<file path="src/rtl/r200_id_pipe.sv">
// Decode/operand-fetch stage: RV decode, NREG x XLEN register file with write-through, one output register.
// Latency 1 cycle; stalls fetch while the output is held or on a load-use hazard; flush kills held and incoming.
module r200_id_pipe #(
   parameter int XLEN = 32,
   parameter int NREG = 32
) (
   input  logic            clk,
   input  logic            rst,
   input  logic            in_valid,
   output logic            in_ready,
   input  logic [31:0]     instrn,
   input  logic [XLEN-1:0] pc,
   input  logic [XLEN-1:0] pcp4,
   input  logic            flush,
   input  logic            ex_ready,
   input  logic            wb_regwr,
   input  logic [4:0]      wb_rdaddr,
   input  logic [XLEN-1:0] wb_data,
   output logic            out_valid,
   output logic [XLEN-1:0] out_op1,
   output logic [XLEN-1:0] out_op2,
   output logic [XLEN-1:0] out_rs2o,
   output logic [XLEN-1:0] out_brtarg,
   output logic [4:0]      out_rdaddr,
   output logic            out_regwr,
   output logic            out_memwr,
   output logic            out_isload,
   output logic            out_isbr,
   output logic            out_jal,
   output logic            out_alu_alt,
   output logic            out_illegal,
   output logic [1:0]      out_wbsel
);

   localparam int AW = $clog2(NREG);

   typedef struct packed {
      logic [XLEN-1:0] op1;
      logic [XLEN-1:0] op2;
      logic [XLEN-1:0] rs2o;
      logic [XLEN-1:0] brtarg;
      logic [4:0]      rdaddr;
      logic            regwr;
      logic            memwr;
      logic            isload;
      logic            isbr;
      logic            jal;
      logic            alu_alt;
      logic            illegal;
      logic [1:0]      wbsel;
   } id_out_t;

   function automatic logic [XLEN-1:0] sext32(input logic [31:0] v);
      logic [XLEN-1:0] r;
      r       = {XLEN{v[31]}};
      r[31:0] = v;
      return r;
   endfunction

   logic [XLEN-1:0] gpr_q [NREG];
   id_out_t         out_q, out_d;
   logic            valid_q, valid_d;

   logic [6:0]  opc;
   logic [4:0]  rd, rs1, rs2;
   logic [2:0]  f3;
   logic        is_r, is_i, is_ld, is_st, is_br, is_jal, is_lui;
   logic        known, uses_rs1, uses_rs2, writes_rd, bad_reg, illegal;
   logic        hz_rs1, hz_rs2, hazard, accept;
   logic [31:0] imm_i32, imm_s32, imm_b32, imm_j32, imm_u32;
   logic [XLEN-1:0] rs1_val, rs2_val;

   assign opc = instrn[6:0];
   assign rd  = instrn[11:7];
   assign f3  = instrn[14:12];
   assign rs1 = instrn[19:15];
   assign rs2 = instrn[24:20];

   assign is_r   = (opc == 7'b0110011);
   assign is_i   = (opc == 7'b0010011);
   assign is_ld  = (opc == 7'b0000011);
   assign is_st  = (opc == 7'b0100011);
   assign is_br  = (opc == 7'b1100011);
   assign is_jal = (opc == 7'b1101111);
   assign is_lui = (opc == 7'b0110111);

   assign known     = is_r | is_i | is_ld | is_st | is_br | is_jal | is_lui;
   assign uses_rs1  = is_r | is_i | is_ld | is_st | is_br;
   assign uses_rs2  = is_r | is_st | is_br;
   assign writes_rd = is_r | is_i | is_ld | is_jal | is_lui;
   assign bad_reg   = (uses_rs1 && int'(rs1) >= NREG) || (uses_rs2 && int'(rs2) >= NREG)
                   || (writes_rd && int'(rd) >= NREG);
   assign illegal   = !known || bad_reg;

   assign imm_i32 = {{20{instrn[31]}}, instrn[31:20]};
   assign imm_s32 = {{20{instrn[31]}}, instrn[31:25], instrn[11:7]};
   assign imm_b32 = {{19{instrn[31]}}, instrn[31], instrn[7], instrn[30:25], instrn[11:8], 1'b0};
   assign imm_j32 = {{11{instrn[31]}}, instrn[31], instrn[19:12], instrn[20], instrn[30:21], 1'b0};
   assign imm_u32 = {instrn[31:12], 12'b0};

   // Write-through: a register being written this cycle reads as the new value.
   always_comb begin
      rs1_val = '0;
      if (rs1 != 5'd0 && int'(rs1) < NREG) begin
         if (wb_regwr && wb_rdaddr == rs1) rs1_val = wb_data;
         else                              rs1_val = gpr_q[rs1[AW-1:0]];
      end
   end

   always_comb begin
      rs2_val = '0;
      if (rs2 != 5'd0 && int'(rs2) < NREG) begin
         if (wb_regwr && wb_rdaddr == rs2) rs2_val = wb_data;
         else                              rs2_val = gpr_q[rs2[AW-1:0]];
      end
   end

   // Load-use: the loaded value is not available until the load has left execute.
   assign hz_rs1   = !is_lui && !is_jal && (rs1 == out_q.rdaddr);
   assign hz_rs2   = uses_rs2 && (rs2 == out_q.rdaddr);
   assign hazard   = in_valid && !flush && valid_q && out_q.isload && (out_q.rdaddr != 5'd0)
                  && (hz_rs1 || hz_rs2);
   assign in_ready = flush || ((!valid_q || ex_ready) && !hazard);
   assign accept   = in_valid && in_ready && !flush;

   always_comb begin
      out_d         = '0;
      out_d.rs2o    = rs2_val;
      out_d.illegal = illegal;
      out_d.isload  = is_ld;
      out_d.isbr    = is_br;
      out_d.jal     = is_jal;
      out_d.op1     = (is_lui || is_jal) ? '0 : rs1_val;
      if (is_r || is_br)      out_d.op2 = rs2_val;
      else if (is_i || is_ld) out_d.op2 = sext32(imm_i32);
      else if (is_st)         out_d.op2 = sext32(imm_s32);
      else if (is_lui)        out_d.op2 = sext32(imm_u32);
      else if (is_jal)        out_d.op2 = pcp4;
      if (is_br)       out_d.brtarg = pc + sext32(imm_b32);
      else if (is_jal) out_d.brtarg = pc + sext32(imm_j32);
      out_d.alu_alt = instrn[30] && (is_r || (is_i && f3 == 3'b101));
      if (writes_rd) out_d.rdaddr = rd;
      out_d.regwr   = writes_rd && (rd != 5'd0) && !illegal;
      out_d.memwr   = is_st && !illegal;
      out_d.wbsel   = is_jal ? 2'b10 : (is_ld ? 2'b01 : 2'b00);
   end

   always_comb begin
      valid_d = valid_q;
      if (flush)         valid_d = 1'b0;
      else if (accept)   valid_d = 1'b1;
      else if (ex_ready) valid_d = 1'b0;
   end

   always_ff @(posedge clk) begin
      if (rst) begin
         valid_q <= 1'b0;
         out_q   <= '0;
      end else begin
         valid_q <= valid_d;
         if (accept) out_q <= out_d;
      end
   end

   always_ff @(posedge clk) begin
      if (rst) begin
         for (int i = 0; i < NREG; i++) gpr_q[i] <= '0;
      end else if (wb_regwr && wb_rdaddr != 5'd0 && int'(wb_rdaddr) < NREG) begin
         gpr_q[wb_rdaddr[AW-1:0]] <= wb_data;
      end
   end

   assign out_valid   = valid_q;
   assign out_op1     = out_q.op1;
   assign out_op2     = out_q.op2;
   assign out_rs2o    = out_q.rs2o;
   assign out_brtarg  = out_q.brtarg;
   assign out_rdaddr  = out_q.rdaddr;
   assign out_regwr   = out_q.regwr;
   assign out_memwr   = out_q.memwr;
   assign out_isload  = out_q.isload;
   assign out_isbr    = out_q.isbr;
   assign out_jal     = out_q.jal;
   assign out_alu_alt = out_q.alu_alt;
   assign out_illegal = out_q.illegal;
   assign out_wbsel   = out_q.wbsel;

endmodule

</file>
<file path="config.mk">
export PLATFORM = sky130hd
export DESIGN_NAME = r200_id_pipe
export DESIGN_NICKNAME = d
export VERILOG_FILES = /design/src/rtl/r200_id_pipe.sv
export SDC_FILE = /design/constraint.sdc
export NUM_CORES = 2
export LEC_CHECK = 0
export ABC_AREA = 0
export BUFFER_PORTS_ARGS = -buffer_cell sky130_fd_sc_hd__buf_2
export CAP_MARGIN = 15
export CORE_ASPECT_RATIO = 0.7
export CORE_UTILIZATION = 52
export CTS_CLUSTER_DIAMETER = 60
export DETAILED_ROUTE_END_ITERATION = 10
export PLACE_DENSITY_LB_ADDON = 0.15
export SETUP_SLACK_MARGIN = 0.3
export SYNTH_ARGS = -nofsm -noshare
export SYNTH_HDL_FRONTEND = slang
export SYNTH_SLANG_ARGS = --single-unit
</file>
<file path="constraint.sdc">
create_clock -name clk -period 2.73 [get_ports clk]
set_input_delay 0.4095 -clock clk [delete_from_list [all_inputs] [get_ports clk]]
set_output_delay 0.4095 -clock clk [all_outputs]
set_load 0.01 [all_outputs]
</file>
**Word level (Yosys, flattened, before mapping)**

Memory sizes are Yosys's and may differ from the RTL's.
Index checks and enable logic that the tools add are counted.

- Add/sub/neg operators: 2
- Equal/unequal tests: 12
- Multiplexer cells: 25
- Bitwise operators: 10
- Reduce and logical (&&, ||, !) cells: 40

Operators with widths:

| kind | number |
|---|---|
| 32-bit 2-to-1 mux | 13 |
| 32-bit adder | 2 |
| 32-bit OR reduction | 1 |
| 5-bit nonzero test | 5 |
| 7-bit by 6-bit equality test with 1-bit output (second input constant) | 3 |
| 5-bit equality test | 4 |
| 1-bit logical AND | 19 |
| 7-bit equality test (second input constant) | 2 |
| 5-bit 2-to-1 mux | 2 |
| 1-bit bitwise OR | 10 |
| 1-bit 2-to-1 mux | 9 |
| 7-bit by 2-bit equality test with 1-bit output (second input constant) | 1 |
| 7-bit by 5-bit equality test with 1-bit output (second input constant) | 1 |
| 1-bit logical OR | 7 |
| 1-bit zero test | 6 |
| 3-bit equality test (second input constant) | 1 |
| 2-bit 2-to-1 mux | 1 |
| 2-bit nonzero test | 1 |
| 2-bit OR reduction | 1 |

- Register bits: 143
- Memory bits (writable): 1024
- Output and inout bits: 144
- Logic and storage cells: 104
- Memories kept: 1

Memory list:

| memory | words | width | rd ports | clocked after Yosys merged registers in | wr ports | RTL line | text |
|---|---|---|---|---|---|---|---|
| gpr_q | 32 | 32 | 2 | 0 | 32 | 60 | `logic [XLEN-1:0] gpr_q [NREG];` |

**Depth between registers and ports, before layout**

- Depth in word-level cells: 12
- Gate-level depth with buffers: 14

**Worst setup path before layout**

Ideal clock, no wire load.

- Kind: input -> register
- From: input instrn[8]
- To: register out_q (netlist bit out_brtarg[29])
- Arrival: 2.756 ns
- Slack: -0.158 ns
- Cell stages on the path: 12
- Path through: ha_1 inv_1 fa_1 and2b_1 o221ai_2 a2111oi_2 o211ai_1 and3_1 o41ai_2 xnor2_1 a221oi_1 nor3_1

- Longest elaborated chain between the ends: 2

Ends and longest elaborated chain:

| element | RTL line | text |
|---|---|---|
| start, declared | 11 | `input logic [31:0] instrn,` |
| 32-bit adder | 139 | `if (is_br) out_d.brtarg = pc + sext32(imm_b32);` |
| 32-bit 2-to-1 mux | 139 |  |
| end signal, assigned | 161 | `if (accept) out_q <= out_d;` |
| end, declared | 61 | `id_out_t out_q, out_d;` |

Every way passes these cells.
A chain may end at the register's enable or synchronous reset.

**Final worst setup path**

- From: register out_q (netlist bit out_rdaddr[0])
- To: output in_ready

- Longest elaborated chain between the ends: 7

Ends and longest elaborated chain:

| element | RTL line | text |
|---|---|---|
| 5-bit equality test, on equally long branches | 119, 120 |  |
| 1-bit logical AND, on equally long branches | 119, 120 |  |
| 1-bit logical OR | 122 | `&& (hz_rs1 \|\| hz_rs2);` |
| 1-bit logical AND (*) | 122 |  |
| 1-bit zero test (*) | 123 | `assign in_ready = flush \|\| ((!valid_q \|\| ex_ready) && !hazard);` |
| 1-bit logical AND (*) | 123 |  |
| 1-bit logical OR (*) | 123 |  |
| end, declared | 10 | `output logic in_ready,` |

Mark *: on every way between the ends. The rest lies on a longest branch, timed or not.

==> flow_metrics.tcl <==
set metrics [dict create \
    outcome "finished, violations left" \
    violations "setup timing" \
    critPathMaxFanout 2 \
    finalPower_w 0.0443 \
    end_kind "primary output" \
    grt_usage 0.385 \
    grt_max_degree 127 \
    design_area_mm2 0.0761 \
    rsz0062_at_grt "yes" \
    switching_share 0.262 \
    nets 5247 \
    drc 0 \
    synth_edf_count 1024 \
    critPathKind "reg -> out" \
    synth_area_leaders "edfxtp_1, mux4_2, and2_1" \
    seqCellArea_mm2 0.0336 \
    hold_depth 3 \
    wl_per_cell_um 35.1 \
    syn2layout_area_growth_pct 20.2 \
    drv_cap 0 \
    synth_top_family_by_area "multiplexers" \
    synth_top_cell_area_share 0.485 \
    fin_ws_ns -0.0536 \
    synth_xor_xnor_area_share 0.00663 \
    fin_worst_skew_ns 0.0386 \
    synth_ff_type "edfxtp_1" \
    power_density_mw_per_mm2 582 \
    timing.rr.start "out_rdaddr[0]" \
    grt_pass1_vias 43600 \
    min_period_ns 2.78 \
    ys_warn_count 0 \
    placed_cells 6520 \
    p_int_w 0.0327 \
    yosysSeqAreaShare 0.530 \
    grt_overflow 0 \
    max-vdd-ir-drop_v 0.000574 \
    max_stage_delay_ns 0.35 \
    antenna_found_initial 30 \
    startpoint "out_rdaddr[0]" \
    port_buffers 282 \
    synth_simple_gate_area_frac 0.140 \
    hold_viol 0 \
    p_comb_frac 0.162 \
    cp_top_family "compound AO/OA/AOI/OAI gates" \
    routed_wl_mm 239 \
    final_cell_count_no_fill 6805 \
    setup-tns-final_ns -0.124 \
    root_buffer "clkbuf_16" \
    fill_cells 8970 \
    final.period_utilization 1.02 \
    io_pins 283 \
    hpwl_mm 153 \
    drt_pass1_iterations 6 \
    crit_arrival_ns 2.37 \
    grt_first_pass_wirelength_mm 331 \
    die_w_um 419 \
    start_util 0.527 \
    hold_path.class "in -> reg" \
    vias 45800 \
    synthMuxAreaShare 0.234 \
    die_height_um 294 \
    multiInputGateArea_mm2 0.0287 \
    ys_types 81 \
    rr_worst_depth 15 \
    synth_fa_ha_area_frac 0.00912 \
    core_mm2 0.120 \
    fmax_ghz 0.359 \
    die_area_mm2 0.123 \
    cts_max_level 3 \
    async_flop_share 0 \
    yosysTopAreaCell "edfxtp_1" \
    drtAntennaViolNets 0 \
    drv_slew 0 \
    hold_ws_ns 0.0347 \
    rows 106 \
    critPathBufInv 2 \
    start_kind "flop" \
    crit_slowest_cell "dfxtp_4" \
    clockBufferDepth 3 \
    path_cells "xnor2_2 -> nand4_1 -> a2111oi_4 -> buf_4 -> o2111ai_4 -> o21ai_1 -> nand2b_1 -> buf_6" \
    synth_cells 4488 \
    avgSynthCellArea_um2 14.1 \
    drtIter0Drc 7999 \
    synth_seq_cells 1166 \
    hp-start "wb_data[19]" \
    tightest_slew_ns 0.960 \
    cts_made_buffers 116 \
    vias_per_cell 6.73 \
    insertion_delay_ns 0.75 \
    path_depth 8 \
    clock-sinks 1166 \
    p_switching_w 0.0116 \
    synth_area_mm2 0.0634 \
    setup_violations 3 \
    relSlewSlack 0.360 \
    cts_tree "yes" \
    p_clk_frac 0.367 \
    synth-compound-area-share 0.0478 \
    clkTransAtPathRegs_ns 0.07 \
    finalWeightedCongestion 0.938 \
    p_seq_frac 0.471 \
    placed_area_mm2 0.0711 \
    cp.required_ns 2.32 \
    p_leak_nw 27.8 \
    drive_gt1_frac 0.356 \
]
-- placed cells by master (no fill, tap or decap), types with 54 or more instances in the layout --
cell	count
a21oi_1	138
and2_1	1000
buf_12	129
buf_2	269
buf_4	430
clkbuf_16	132
dfxtp_1	138
edfxtp_1	1024
mux2i_1	95
mux4_2	617
nand2_1	144
nor2_1	188
o21ai_0	54
-- state kept, by name, summed over array words and instances (netlist names) --
name	cells
out_isload	1
out_brtarg	32
out_op1	32
out_op2	32
out_valid	1
out_regwr	1
out_rdaddr	5
out_wbsel	1
out_isbr	1
out_illegal	1
out_alu_alt	1
out_jal	1
out_memwr	1
gpr_q	1024
out_rs2o	32
-- cell type report --
cell class,instances,area share
antenna,23,0.000756
multi-input combinational,2887,0.377
clock inverter,65,0.00761
tap,1620,0.0266
sequential,1166,0.441
inverter,11,0.000542
clock buffer,152,0.0415
timing repair buffer,881,0.105
-- metal layers --
| layer | up-vias | routed length [µm] | share of wire | track usage |
|---|---|---|---|---|
| li1 | 18300 | - | - | - |
| met1 | 23300 | 92700 | 0.39 | 0.577 |
| met2 | 3720 | 99300 | 0.42 | 0.527 |
| met3 | 484 | 37500 | 0.16 | 0.122 |
| met4 | 4 | 9490 | 0.040 | 0.133 |
| met5 | - | 27 | 0.00011 | 0 |
-- final timing paths --
path                   to  slack [ns]
min reg2reg   out_op1[14]        0.45
max              in_ready       -0.05
min           out_op1[19]        0.03
max reg2reg  out_rs2o[25]       -0.04
-- through the flow --
stage	worst slack [ns]	util
final	-0.0536	0.634
after global routing	-0.166	0.633
after CTS	-0.0193	0.625
after detailed placement	-0.581	0.592
after global placement	-0.613	0.592
after floorplan	-0.00274	-
-- synth_stat cells, types with 4 or more instances --
cell type and number:
edfxtp_1 1024, and2_1 1001, mux4_2 617, clkbuf_1 323, nor2_1 231, a21oi_1 152
nand2_1 146, dfxtp_1 142, o21ai_0 100, mux2i_1 95, buf_2 76, nor3_1 51
ha_1 43, a221oi_1 34, nand3_1 34, or2_2 34, a211oi_1 31, a22oi_1 27
xor2_1 26, buf_1 25, xnor2_1 22, a21o_1 21, nor2b_1 17, buf_4 16
buf_6 14, and3_1 12, inv_1 11, o211ai_1 11, o21bai_1 9, or3_1 9
a222oi_1 8, a31oi_1 8, nand4_1 8, nand2b_1 7, nand3b_1 7, o21a_1 7
o22ai_1 7, nor4_1 6, a221o_1 5, o2bb2ai_1 5, o21ai_1 4, o221ai_1 4
-- what timing repair did --
action	in CTS	in global routing
setup buffers	4	24
hold endpoints to repair	2	0
hold buffers	3	0
setup endpoints to repair	58	106
resized for setup	32	144
pin swaps	18	48
gates cloned	0	15
-- logic make-up (layout without fill, tap and decap cells) --
logic type | Yosys count | count (layout)
xor+xnor | 48 | 48
compound gates | 469 | 469
fa+ha+maj | 45 | 45
mux | 713 | 713
simple gates | 1580 | 1580
flops | 1166 | 1166
buf+inv | 466 | 1109
other cells | 1 | 55
-- power by group through the flow --
stage                     Clock [W]  Combinational, W  Sequential (W)
final                        0.0163           0.00719          0.0208
after global routing         0.0170           0.00742          0.0209
after detailed placement          0           0.00678          0.0212
after floorplan                   0           0.00387          0.0210
after global placement            0           0.00675          0.0211
after CTS                    0.0163           0.00684          0.0208
-- tightest hold or removal path, stage by stage --
cell and delay (ns):
buf_2 0.15, a21oi_1 0.09, o21ai_1 0.10
No activity file was read; power rests on OpenSTA's default activity.
